$ cat src/rtl/rv32i_types.sv
// Shared RV32I types: cache line and memory burst widths used by the
// cache-to-memory path.
package rv32i_types;
  localparam int LINE_WIDTH  = 256;
  localparam int BURST_WIDTH = 64;

  typedef logic [LINE_WIDTH-1:0]  cacheline_t;
  typedef logic [BURST_WIDTH-1:0] burst_t;
endpackage

$ cat src/rtl/cacheline_adaptor.sv
// Bridges the cache's single-transfer line port to burst memory.
// A fill collects BEATS beats into line_o. A writeback streams a latched line out beat by beat.
module cacheline_adaptor
  import rv32i_types::*;
#(
  parameter int LINE_WIDTH  = rv32i_types::LINE_WIDTH,
  parameter int BURST_WIDTH = rv32i_types::BURST_WIDTH,
  parameter int ADDR_WIDTH  = 32
) (
  input  logic                   clk,
  input  logic                   rst,
  input  logic [LINE_WIDTH-1:0]  line_i,
  output logic [LINE_WIDTH-1:0]  line_o,
  input  logic [ADDR_WIDTH-1:0]  address_i,
  input  logic                   read_i,
  input  logic                   write_i,
  output logic                   resp_o,
  input  logic [BURST_WIDTH-1:0] burst_i,
  output logic [BURST_WIDTH-1:0] burst_o,
  output logic [ADDR_WIDTH-1:0]  address_o,
  output logic                   read_o,
  output logic                   write_o,
  input  logic                   resp_i
);
  localparam int BEATS = LINE_WIDTH / BURST_WIDTH;
  localparam int CW    = (BEATS > 1) ? $clog2(BEATS) : 1;
  // Clears the byte-offset-within-line bits so memory sees a line-aligned address.
  localparam logic [ADDR_WIDTH-1:0] LINE_MASK = ~(ADDR_WIDTH'(LINE_WIDTH/8 - 1));

  typedef enum logic [1:0] {IDLE, READ, WRITE, DONE} state_e;

  state_e                state, state_nxt;
  logic [CW-1:0]         count;
  logic [LINE_WIDTH-1:0] wbuf;
  logic                  last;

  assign last = (count == CW'(BEATS - 1));

  always_ff @(posedge clk or posedge rst) begin
    if (rst) state <= IDLE;
    else     state <= state_nxt;
  end

  always_comb begin
    state_nxt = state;
    case (state)
      IDLE:  if (write_i)     state_nxt = WRITE;
             else if (read_i) state_nxt = READ;
      READ:  if (resp_i && last) state_nxt = DONE;
      WRITE: if (resp_i && last) state_nxt = DONE;
      DONE:  state_nxt = IDLE;
      default: state_nxt = IDLE;
    endcase
  end

  always_comb begin
    read_o  = (state == READ);
    write_o = (state == WRITE);
    resp_o  = (state == DONE);
  end

  // wbuf resets to zero, so burst_o is zero out of reset without extra gating.
  assign burst_o = wbuf[int'(count)*BURST_WIDTH +: BURST_WIDTH];

  always_ff @(posedge clk or posedge rst) begin
    if (rst) begin
      count     <= '0;
      line_o    <= '0;
      wbuf      <= '0;
      address_o <= '0;
    end else begin
      case (state)
        IDLE: if (read_i || write_i) begin
          address_o <= address_i & LINE_MASK;
          count     <= '0;
          if (write_i) wbuf <= line_i;
        end
        READ: if (resp_i) begin
          line_o[int'(count)*BURST_WIDTH +: BURST_WIDTH] <= burst_i;
          count <= last ? '0 : count + 1'b1;
        end
        WRITE: if (resp_i) count <= last ? '0 : count + 1'b1;
        default: ;
      endcase
    end
  end
endmodule

$ cat config.mk
export PLATFORM = sky130hd
export DESIGN_NAME = cacheline_adaptor
export DESIGN_NICKNAME = d
export VERILOG_FILES = /design/src/rtl/rv32i_types.sv /design/src/rtl/cacheline_adaptor.sv
export SDC_FILE = /design/constraint.sdc
export NUM_CORES = 1
export LEC_CHECK = 0
export BUFFER_PORTS_ARGS = -buffer_cell sky130_fd_sc_hd__buf_4
export CORE_AREA = 2 2 276 278
export DETAILED_ROUTE_END_ITERATION = 12
export DIE_AREA = 0 0 278 280
export SKIP_LAST_GASP = 1
export SLEW_MARGIN = 20
export SYNTH_ARGS = -nofsm -noshare
export SYNTH_HDL_FRONTEND = slang
export SYNTH_SLANG_ARGS = --single-unit
$ cat constraint.sdc
create_clock -name clk -period 49.1 [get_ports clk]
set_input_delay 9.82 -clock clk [delete_from_list [all_inputs] [get_ports clk]]
set_output_delay 9.82 -clock clk [all_outputs]
set_load 0.01 [all_outputs]
### Word level (Yosys, flattened, before mapping)

Cells that the tools add are included.

* $add $sub $neg: 2
* multiply operators: 0
* divide/modulo/power cells: 0
* magnitude comparators: 0
* eq/ne operators: 8
* shift operators: 3
* multiplexer cells: 9
* bitwise gates (word level): 0
* reduce and logical (&&, ||, !) cells: 10

Operators with widths (number)
* $bwmux W256: 1
* $shift A64 B33 Y256 const A: 1
* $shiftx A256 B9 Y64: 1
* $shiftx A64 B33 Y256: 1
* $neg A8 Y33: 1
* $mux W2: 6
* $eq A2 B2 Y1 const B: 3
* $pmux W2 S3: 1
* $reduce_and A2 Y1: 3
* $reduce_and A3 Y1: 2
* $ne A2 B1 Y1 const B: 2
* $pmux W2 S2: 1
* $ne A3 B3 Y1 const B: 1
* $add A2 B1 Y2 const B: 1
* $eq A2 B1 Y1 const B: 1
* $logic_not A2 Y1: 1
* $ne A2 B2 Y1 const B: 1
* $reduce_bool A2 Y1: 1
* $reduce_or A2 Y1: 1
* $logic_and A1 B1 Y1: 1
* $logic_or A1 B1 Y1: 1

* register bits: 543
* bits in latches: 0
* memory bits (writable): 0
* ROM bits: 0
* input port bits: 357
* output and inout port bits: 355
* word-level logic and storage cells: 37
* memories kept: 0

### Depth between registers and ports, before layout

Gate-level depths: netlist of run 1.

* depth in word-level cells: 4
* depth in mapped cells: 9

### Worst setup path before layout of run 1

OpenSTA, ideal clock, no wires.

* path type: reg-to-output
* from: reg count[0]
* to: out burst_o[15]
* arrival time: 1.570 ns
* required time: 39.280 ns
* path slack: 37.710 ns
* stages on the path, launching flop included: 5
* buffers on the path: 3
* cells stage by stage: dfrtp_1 > buf_2 > buf_4 > buf_2 > mux4_2

* cells in the longest elaborated chain, start to end: 1

RTL lines
* start: declaration: line cacheline_adaptor.sv:33 `logic [CW-1:0] count;`
* start signal: assignment: line cacheline_adaptor.sv:80 `count <= last ? '0 : count + 1'b1;`
* start signal: assignment: line cacheline_adaptor.sv:82 `WRITE: if (resp_i) count <= last ? '0 : count + 1'b1;`
* $shiftx A256 B9 Y64: line cacheline_adaptor.sv:63 `assign burst_o = wbuf[int'(count)*BURST_WIDTH +: BURST_WIDTH];`
* end: declaration: line cacheline_adaptor.sv:19 `output logic [BURST_WIDTH-1:0] burst_o,`

Every way passes these cells.

### Final worst setup path of run 1

* from: reg count[0]
* to: out burst_o[1]

Same word-level chain as after synthesis.

==> impl_metrics.prom, run 1 <==
# TYPE chip_impl_metric gauge
chip_impl_metric{name="count_of_yosys_warnings_during_synthesis",unit=""} 0
chip_impl_metric{name="min_delay_path_depth",unit=""} 1
chip_impl_metric{name="post_drt_via_cell_ratio",unit=""} 4.85
chip_impl_metric{name="routability_driven_placement_congestion_ratio",unit=""} 0.840
chip_impl_metric{name="synthesis.area",unit="mm^2"} 0.0214
chip_impl_metric{name="final_hold_viol_count",unit=""} 0
chip_impl_metric{name="drt_drc_violations_left",unit=""} 0
chip_impl_metric{name="postcts_resize_cnt",unit=""} 0
chip_impl_metric{name="worst_ir_drop_on_vdd",unit="V"} 0.0000292
chip_impl_info{name="synth_top_cells_by_area",value="sky130_fd_sc_hd__dfrtp_1, sky130_fd_sc_hd__mux2_2, sky130_fd_sc_hd__a22o_1, sky130_fd_sc_hd__mux4_2, sky130_fd_sc_hd__buf_2"} 1
chip_impl_info{name="endpoint_kind",value="output port"} 1
chip_impl_info{name="synth_flop_cell",value="sky130_fd_sc_hd__dfrtp_1"} 1
chip_impl_metric{name="timing.max_cap.violations",unit=""} 0
chip_impl_metric{name="core_area",unit="mm^2"} 0.0752
chip_impl_metric{name="dr.first_iter.drc_count",unit=""} 732
chip_impl_info{name="synthMostInstantiatedCell",value="sky130_fd_sc_hd__dfrtp_1"} 1
chip_impl_metric{name="seq_area_frac_synth",unit="%"} 63.6
chip_impl_metric{name="overflow",unit=""} 0
chip_impl_metric{name="synth.avg_cell_area",unit="um^2"} 16.5
chip_impl_metric{name="power_per_cell_area",unit="mW/mm^2"} 60.1
chip_impl_metric{name="insertion_delay",unit="ns"} 0.63
chip_impl_metric{name="grt_pass1_wl",unit="mm"} 99.3
chip_impl_metric{name="post_cts_buffers",unit=""} 0
chip_impl_metric{name="detailedPlacementHpwl",unit="mm"} 47.4
chip_impl_metric{name="design.die.area",unit="mm^2"} 0.0778
chip_impl_metric{name="final.setup.worst_slack",unit="ns"} 36.08
chip_impl_metric{name="io_pins",unit=""} 712
chip_impl_metric{name="fp-row-count",unit=""} 101
chip_impl_metric{name="reg2reg_depth",unit=""} 6
chip_impl_metric{name="power.share.combinational",unit="%"} 34.4
chip_impl_metric{name="yosys.area.top_type_share",unit="%"} 63.6
chip_impl_metric{name="drtAntennaViolNets",unit=""} 0
chip_impl_metric{name="areaGrowthSynthToFinish",unit="%"} 39.2
chip_impl_metric{name="synth.distinct_cells",unit=""} 29
chip_impl_metric{name="power.internal",unit="mW"} 1.25
chip_impl_metric{name="fraction_of_layout_instances_using_a_drive_strength_above_1",unit="%"} 58.5
chip_impl_info{name="netlist.top_cell.by_area",value="sky130_fd_sc_hd__dfrtp_1"} 1
chip_impl_metric{name="p_switching",unit="mW"} 0.539
chip_impl_metric{name="fmax",unit="GHz"} 0.0768
chip_impl_metric{name="worstPathMaxFanout",unit=""} 41
chip_impl_metric{name="worstMarginPinSlew",unit="ns"} 1.05
chip_impl_metric{name="die_h",unit="um"} 280
chip_impl_metric{name="clock_sink_count",unit=""} 543
chip_impl_info{name="ys_top_cells_by_count",value="sky130_fd_sc_hd__dfrtp_1, sky130_fd_sc_hd__mux2_2, sky130_fd_sc_hd__a22o_1, sky130_fd_sc_hd__mux4_2, sky130_fd_sc_hd__buf_2"} 1
chip_impl_metric{name="static-leakage-power",unit="nW"} 14.3
chip_impl_metric{name="cts_max_level",unit=""} 2
chip_impl_metric{name="pin_count_of_the_biggest_net_entering_global_routing",unit=""} 133
chip_impl_info{name="cts-root-buf",value="sky130_fd_sc_hd__clkbuf_16"} 1
chip_impl_info{name="tritoncts_clock_tree",value="done"} 1
chip_impl_metric{name="ys_ff_latch",unit=""} 543
chip_impl_metric{name="arrival",unit="ns"} 3.20
chip_impl_metric{name="fin_crit_sh",unit="%"} 26.5
chip_impl_info{name="run_status",value="complete, no violations"} 1
chip_impl_metric{name="clock_path_buffers",unit=""} 3
chip_impl_metric{name="horizontal_die_dimension",unit="um"} 278
chip_impl_metric{name="initial_util",unit="%"} 28.4
chip_impl_metric{name="antenna_found_initial",unit=""} 6
chip_impl_metric{name="post_cts_clock_slew_at_the_launch_and_capture_registers_of_the_worst_setup_and_hold_paths",unit="ns"} 0.06
chip_impl_metric{name="setup_total_negative_slack",unit="ns"} 0
chip_impl_metric{name="grt_use_total",unit="%"} 16.6
chip_impl_metric{name="final_period_minus_worst_setup_slack",unit="ns"} 13.02
chip_impl_metric{name="post_synth_edffs",unit=""} 0
chip_impl_metric{name="final_nets",unit=""} 2353
chip_impl_metric{name="first_global_vias",unit=""} 15600
chip_impl_info{name="worstSetupStartpointType",value="flip-flop"} 1
chip_impl_metric{name="drv_slew",unit=""} 0
chip_impl_metric{name="holdBufCountCts",unit=""} 0
chip_impl_metric{name="power_switching_share",unit="%"} 30.2
chip_impl_metric{name="clkPwrFrac",unit="%"} 26.1
chip_impl_info{name="rsz0062_at_grt",value="false"} 1
chip_impl_metric{name="totalWireLength",unit="mm"} 67.1
chip_impl_metric{name="avgRoutedWirePerCell",unit="um"} 22.3
chip_impl_metric{name="numPortBuffers",unit=""} 701
chip_impl_metric{name="setup_violations",unit=""} 0
chip_impl_metric{name="headroom_to_the_max_slew_limit",unit="%"} 29.9
chip_impl_metric{name="synthArstFlopShare",unit="%"} 100
chip_impl_metric{name="tritoncts.num_buffers",unit=""} 61
chip_impl_metric{name="post_synth_inst_count",unit=""} 1298
chip_impl_info{name="min-delay-path-class",value="reg -> reg"} 1
chip_impl_metric{name="fin_skew",unit="ns"} 0.0233
chip_impl_metric{name="vias",unit=""} 14600
chip_impl_info{name="path_class",value="reg -> out"} 1
chip_impl_metric{name="detailedPlace.worstSlack",unit="ns"} 35.59
chip_impl_metric{name="drt_first_pass_iters",unit=""} 5
chip_impl_metric{name="flop_pwr_share",unit="%"} 39.4
chip_impl_metric{name="worst_ep_required_time",unit="ns"} 39.28
==> flip-flops by register name (all words and copies together) (netlist names) <==
name / flops
count: 2
line_o: 256
state: 2
address_o: 27
wbuf: 256
==> layer usage <==
| metal | GRT usage, % | wire [um] | vias to the layer above |
|---|---|---|---|
| li1 | - | - | 6311 |
| met1 | 18.6 | 24500 | 7545 |
| met2 | 28.4 | 33400 | 635 |
| met3 | 6.75 | 6950 | 140 |
| met4 | 5.95 | 2230 | 10 |
| met5 | 0 | 66 | - |
==> final timing paths <==
kind	from	endpoint	slack, ns
max in group asynchronous	rst	wbuf[243]	37.15
min in group asynchronous	rst	line_o[68]	9.17
max	count[0]	burst_o[1]	36.08
min	wbuf[131]	wbuf[131]	0.50
min reg2reg	wbuf[131]	wbuf[131]	0.50
max reg2reg	count[1]	line_o[140]	45.18
==> power by group through the flow <==
stage / Sequential [mW] / Combinational (mW) / Clock (mW)
global route: 0.724 / 0.660 / 0.500
finish: 0.705 / 0.615 / 0.467
global placement: 0.701 / 0.613 / 0
floorplan: 0.694 / 0.358 / 0
detailed placement: 0.714 / 0.626 / 0
CTS: 0.707 / 0.629 / 0.481
==> cells by family after synthesis <==
kind of cell	after synthesis	share of synthesized area [%]
fa+ha+maj	10	0.586
flops	543	63.6
compound gates	260	10.6
buf+inv	110	2.58
mux	351	21.9
simple gates	23	0.726
other cells	1	0.0176
==> cell usage in the layout (no fill, tap or decap), types with 2 or more instances in the layout <==
| cell | count |
|---|---|
| sky130_fd_sc_hd__conb_1 | 5 |
| sky130_fd_sc_hd__nand2_1 | 5 |
| sky130_fd_sc_hd__clkinv_2 | 10 |
| sky130_fd_sc_hd__mux2i_1 | 2 |
| sky130_fd_sc_hd__mux4_2 | 64 |
| sky130_fd_sc_hd__clkbuf_1 | 10 |
| sky130_fd_sc_hd__nand3_2 | 2 |
| sky130_fd_sc_hd__nor4_4 | 2 |
| sky130_fd_sc_hd__a22o_1 | 256 |
| sky130_fd_sc_hd__dfrtp_1 | 541 |
| sky130_fd_sc_hd__ha_1 | 10 |
| sky130_fd_sc_hd__buf_4 | 722 |
| sky130_fd_sc_hd__nand2b_1 | 2 |
| sky130_fd_sc_hd__clkbuf_16 | 62 |
| sky130_fd_sc_hd__nor2_1 | 2 |
| sky130_fd_sc_hd__mux2_2 | 285 |
| sky130_fd_sc_hd__inv_1 | 6 |
| sky130_fd_sc_hd__dfrtp_4 | 2 |
| sky130_fd_sc_hd__nand3_4 | 2 |
| sky130_fd_sc_hd__clkbuf_8 | 20 |
| sky130_fd_sc_hd__inv_6 | 4 |
| sky130_fd_sc_hd__bufinv_16 | 3 |
| sky130_fd_sc_hd__clkinvlp_4 | 3 |
==> critical path: stages (launching register included) <==
cell                      delay, ns
sky130_fd_sc_hd__dfrtp_4       1.00
sky130_fd_sc_hd__buf_4         0.72
sky130_fd_sc_hd__mux4_2        0.63
sky130_fd_sc_hd__buf_4         0.17
==> stage by stage <==
step	total power, mW	utilization [%]	instance area (um^2)	hold slack, ns	instances
floorplan	1.05	-	21400	0.474	1302
global placement	1.31	36.7	27600	0.482	2900
finish	1.79	39.5	29700	0.499	3017
global route	1.88	39.5	29700	0.507	3016
CTS	1.82	39.5	29700	0.501	3015
detailed placement	1.34	36.7	27600	0.487	2900
==> cell type report <==
type | instances | area (um^2)
Fill cell | 7076 | 45500
Sequential cell | 543 | 13600
Multi-Input combinational cell | 649 | 7310
Timing Repair Buffer | 724 | 5460
Clock buffer | 92 | 1860
Tap cell | 978 | 1220
Clock inverter | 23 | 243
Inverter | 7 | 33.8
Antenna cell | 1 | 2.50
Power figures use the tool's default switching activity.
==> run 2, diff against run 1 <==
clock period = 13.2 ns   (was 49.1 ns; I/O delays follow)
==> run 2 against run 1 <==
Against the previous run:
- clock-buffer cell count fell by 14
- power rose to 3.7 times the previous value
- critical path depth unchanged
- largest cell class unchanged
==> impl_metrics.prom, run 2 (same netlist as run 1, synthesis figures left out) <==
# TYPE chip_impl_metric gauge
chip_impl_info{name="cts-root-buf",value="sky130_fd_sc_hd__clkbuf_16"} 1
chip_impl_metric{name="fmax",unit="GHz"} 0.171
chip_impl_metric{name="avgRoutedWirePerCell",unit="um"} 22.2
chip_impl_metric{name="worstPathMaxFanout",unit=""} 37
chip_impl_metric{name="cts_max_level",unit=""} 2
chip_impl_metric{name="totalWireLength",unit="mm"} 66.8
chip_impl_metric{name="reg2reg_depth",unit=""} 5
chip_impl_metric{name="drt_first_pass_iters",unit=""} 4
chip_impl_metric{name="fraction_of_layout_instances_using_a_drive_strength_above_1",unit="%"} 58.4
chip_impl_metric{name="dr.first_iter.drc_count",unit=""} 709
chip_impl_info{name="min-delay-path-class",value="reg -> reg"} 1
chip_impl_metric{name="power_per_cell_area",unit="mW/mm^2"} 224
chip_impl_metric{name="fin_skew",unit="ns"} 0.0275
chip_impl_metric{name="core_area",unit="mm^2"} 0.0752
chip_impl_metric{name="overflow",unit=""} 0
chip_impl_metric{name="worst-r2r-setup-slack",unit="ns"} 9.72
chip_impl_metric{name="pin_count_of_the_biggest_net_entering_global_routing",unit=""} 185
chip_impl_info{name="top_regs",value="line_o x256, wbuf x256, address_o x27"} 1
chip_impl_info{name="tritoncts_clock_tree",value="done"} 1
chip_impl_info{name="endpoint_kind",value="output port"} 1
chip_impl_metric{name="drt_drc_violations_left",unit=""} 0
chip_impl_metric{name="clock_sink_count",unit=""} 543
chip_impl_metric{name="post_cts_buffers",unit=""} 0
chip_impl_metric{name="routability_driven_placement_congestion_ratio",unit=""} 0.792
chip_impl_metric{name="final_nets",unit=""} 2346
chip_impl_info{name="layout.cells.most_common",value="sky130_fd_sc_hd__buf_4"} 1
chip_impl_metric{name="finalHoldWorstSlack",unit="ns"} 0.502
chip_impl_metric{name="antenna_found_initial",unit=""} 6
chip_impl_metric{name="timing.max_cap.violations",unit=""} 0
chip_impl_metric{name="die_h",unit="um"} 280
chip_impl_info{name="layout_common_cells",value="sky130_fd_sc_hd__buf_4, sky130_fd_sc_hd__dfrtp_1, sky130_fd_sc_hd__mux2_2"} 1
chip_impl_metric{name="headroom_to_the_max_slew_limit",unit="%"} 25.0
chip_impl_metric{name="min_delay_path_depth",unit=""} 1
chip_impl_metric{name="first_global_vias",unit=""} 15600
chip_impl_info{name="worstSetupStartpointType",value="flip-flop"} 1
chip_impl_metric{name="initial_util",unit="%"} 28.4
chip_impl_metric{name="numPortBuffers",unit=""} 701
chip_impl_metric{name="insertion_delay",unit="ns"} 0.62
chip_impl_metric{name="fp-row-count",unit=""} 101
chip_impl_info{name="crit_path_end",value="burst_o[6]"} 1
chip_impl_metric{name="clock_path_buffers",unit=""} 3
chip_impl_metric{name="tritoncts.num_buffers",unit=""} 59
chip_impl_info{name="path_class",value="reg -> out"} 1
chip_impl_metric{name="detailedPlacementHpwl",unit="mm"} 46.5
chip_impl_metric{name="setup_violations",unit=""} 0
chip_impl_metric{name="vias",unit=""} 14700
chip_impl_metric{name="arrival",unit="ns"} 3.21
chip_impl_metric{name="fin_crit_sh",unit="%"} 44.3
chip_impl_info{name="timing.rr.end",value="line_o[66]"} 1
chip_impl_info{name="critical_path.startpoint",value="count[0]"} 1
chip_impl_metric{name="filler_cell_count",unit=""} 7049
chip_impl_metric{name="design.die.area",unit="mm^2"} 0.0778
chip_impl_metric{name="worst_ir_drop_on_vdd",unit="V"} 0.000144
chip_impl_metric{name="areaGrowthSynthToFinish",unit="%"} 38.9
chip_impl_info{name="run_status",value="complete, no violations"} 1
chip_impl_metric{name="horizontal_die_dimension",unit="um"} 278
chip_impl_metric{name="final_period_minus_worst_setup_slack",unit="ns"} 5.85
chip_impl_info{name="rsz0062_at_grt",value="false"} 1
chip_impl_metric{name="drv_slew",unit=""} 0
chip_impl_metric{name="worstMarginPinSlew",unit="ns"} 1.12
chip_impl_metric{name="post_cts_clock_slew_at_the_launch_and_capture_registers_of_the_worst_setup_and_hold_paths",unit="ns"} 0.06
chip_impl_metric{name="postcts_resize_cnt",unit=""} 0
chip_impl_metric{name="holdBufCountCts",unit=""} 0
chip_impl_metric{name="static-leakage-power",unit="nW"} 14.2
chip_impl_metric{name="grt_pass1_wl",unit="mm"} 99.5
chip_impl_metric{name="worst_ep_required_time",unit="ns"} 10.56
chip_impl_metric{name="io_pins",unit=""} 712
chip_impl_metric{name="grt_use_total",unit="%"} 16.6
chip_impl_metric{name="post_drt_via_cell_ratio",unit=""} 4.88
chip_impl_info{name="worstReg2RegStart",value="count[0]"} 1
chip_impl_metric{name="drtAntennaViolNets",unit=""} 0
chip_impl_info{name="holdCritStartpoint",value="wbuf[178]"} 1
chip_impl_metric{name="setup_total_negative_slack",unit="ns"} 0
chip_impl_metric{name="final_hold_viol_count",unit=""} 0
-- run 2: layout make-up --
| class | instances | area [um^2] | area share, % |
|---|---|---|---|
| tap | 978 | 1220 | 4.12 |
| timing repair buffer | 719 | 5440 | 18.3 |
| clock inverter | 30 | 398 | 1.34 |
| antenna | 2 | 5.00 | 0.0169 |
| sequential | 543 | 13600 | 45.8 |
| multi-input combinational | 649 | 7310 | 24.6 |
| inverter | 7 | 30.0 | 0.101 |
| clock buffer | 78 | 1680 | 5.66 |
-- run 2: where the power goes --
group | switching (mW) | leakage (nW) | internal (mW)
clock | 0.691 | 1.00 | 1.05
sequential | 0.350 | 6.92 | 2.26
combinational | 0.943 | 6.26 | 1.35
total | 1.98 | 14.2 | 4.66
-- run 2: routing by layer --
layer	part of all wire [%]	global-route usage [%]	vias up	wire (um)
met5	0.079	0	-	53
met4	2.5	4.84	8	1650
met3	10	6.55	106	6720
met2	50	28.6	640	33400
met1	37	19.1	7625	25000
li1	-	-	6285	-
-- run 2: stage by stage --
| stage | cell area (um^2) | power [mW] | util (%) | cells | setup WS (ns) |
|---|---|---|---|---|---|
| floorplan | 21400 | 3.92 | - | 1302 | 3.17 |
| global placement | 27600 | 4.88 | 36.7 | 2896 | 7.76 |
| detailed placement | 27600 | 4.97 | 36.7 | 2896 | 7.78 |
| CTS | 29700 | 6.74 | 39.5 | 3004 | 7.11 |
| global route | 29700 | 7.01 | 39.5 | 3004 | 7.00 |
| finish | 29700 | 6.64 | 39.5 | 3006 | 7.35 |
-- run 2: worst min-delay path by stage --
stage	endpoint	slack (ns)
after floorplan	wbuf[128]	0.47
after global placement	wbuf[207]	0.48
after detailed placement	wbuf[150]	0.49
after CTS	wbuf[150]	0.50
after global routing	wbuf[175]	0.51
final	wbuf[178]	0.50
-- run 2: worst max-delay path: stages, from the launching register on --
cell and delay [ns]:
sky130_fd_sc_hd__dfrtp_4 0.90, sky130_fd_sc_hd__buf_4 0.79, sky130_fd_sc_hd__mux4_2 0.70, sky130_fd_sc_hd__buf_4 0.19
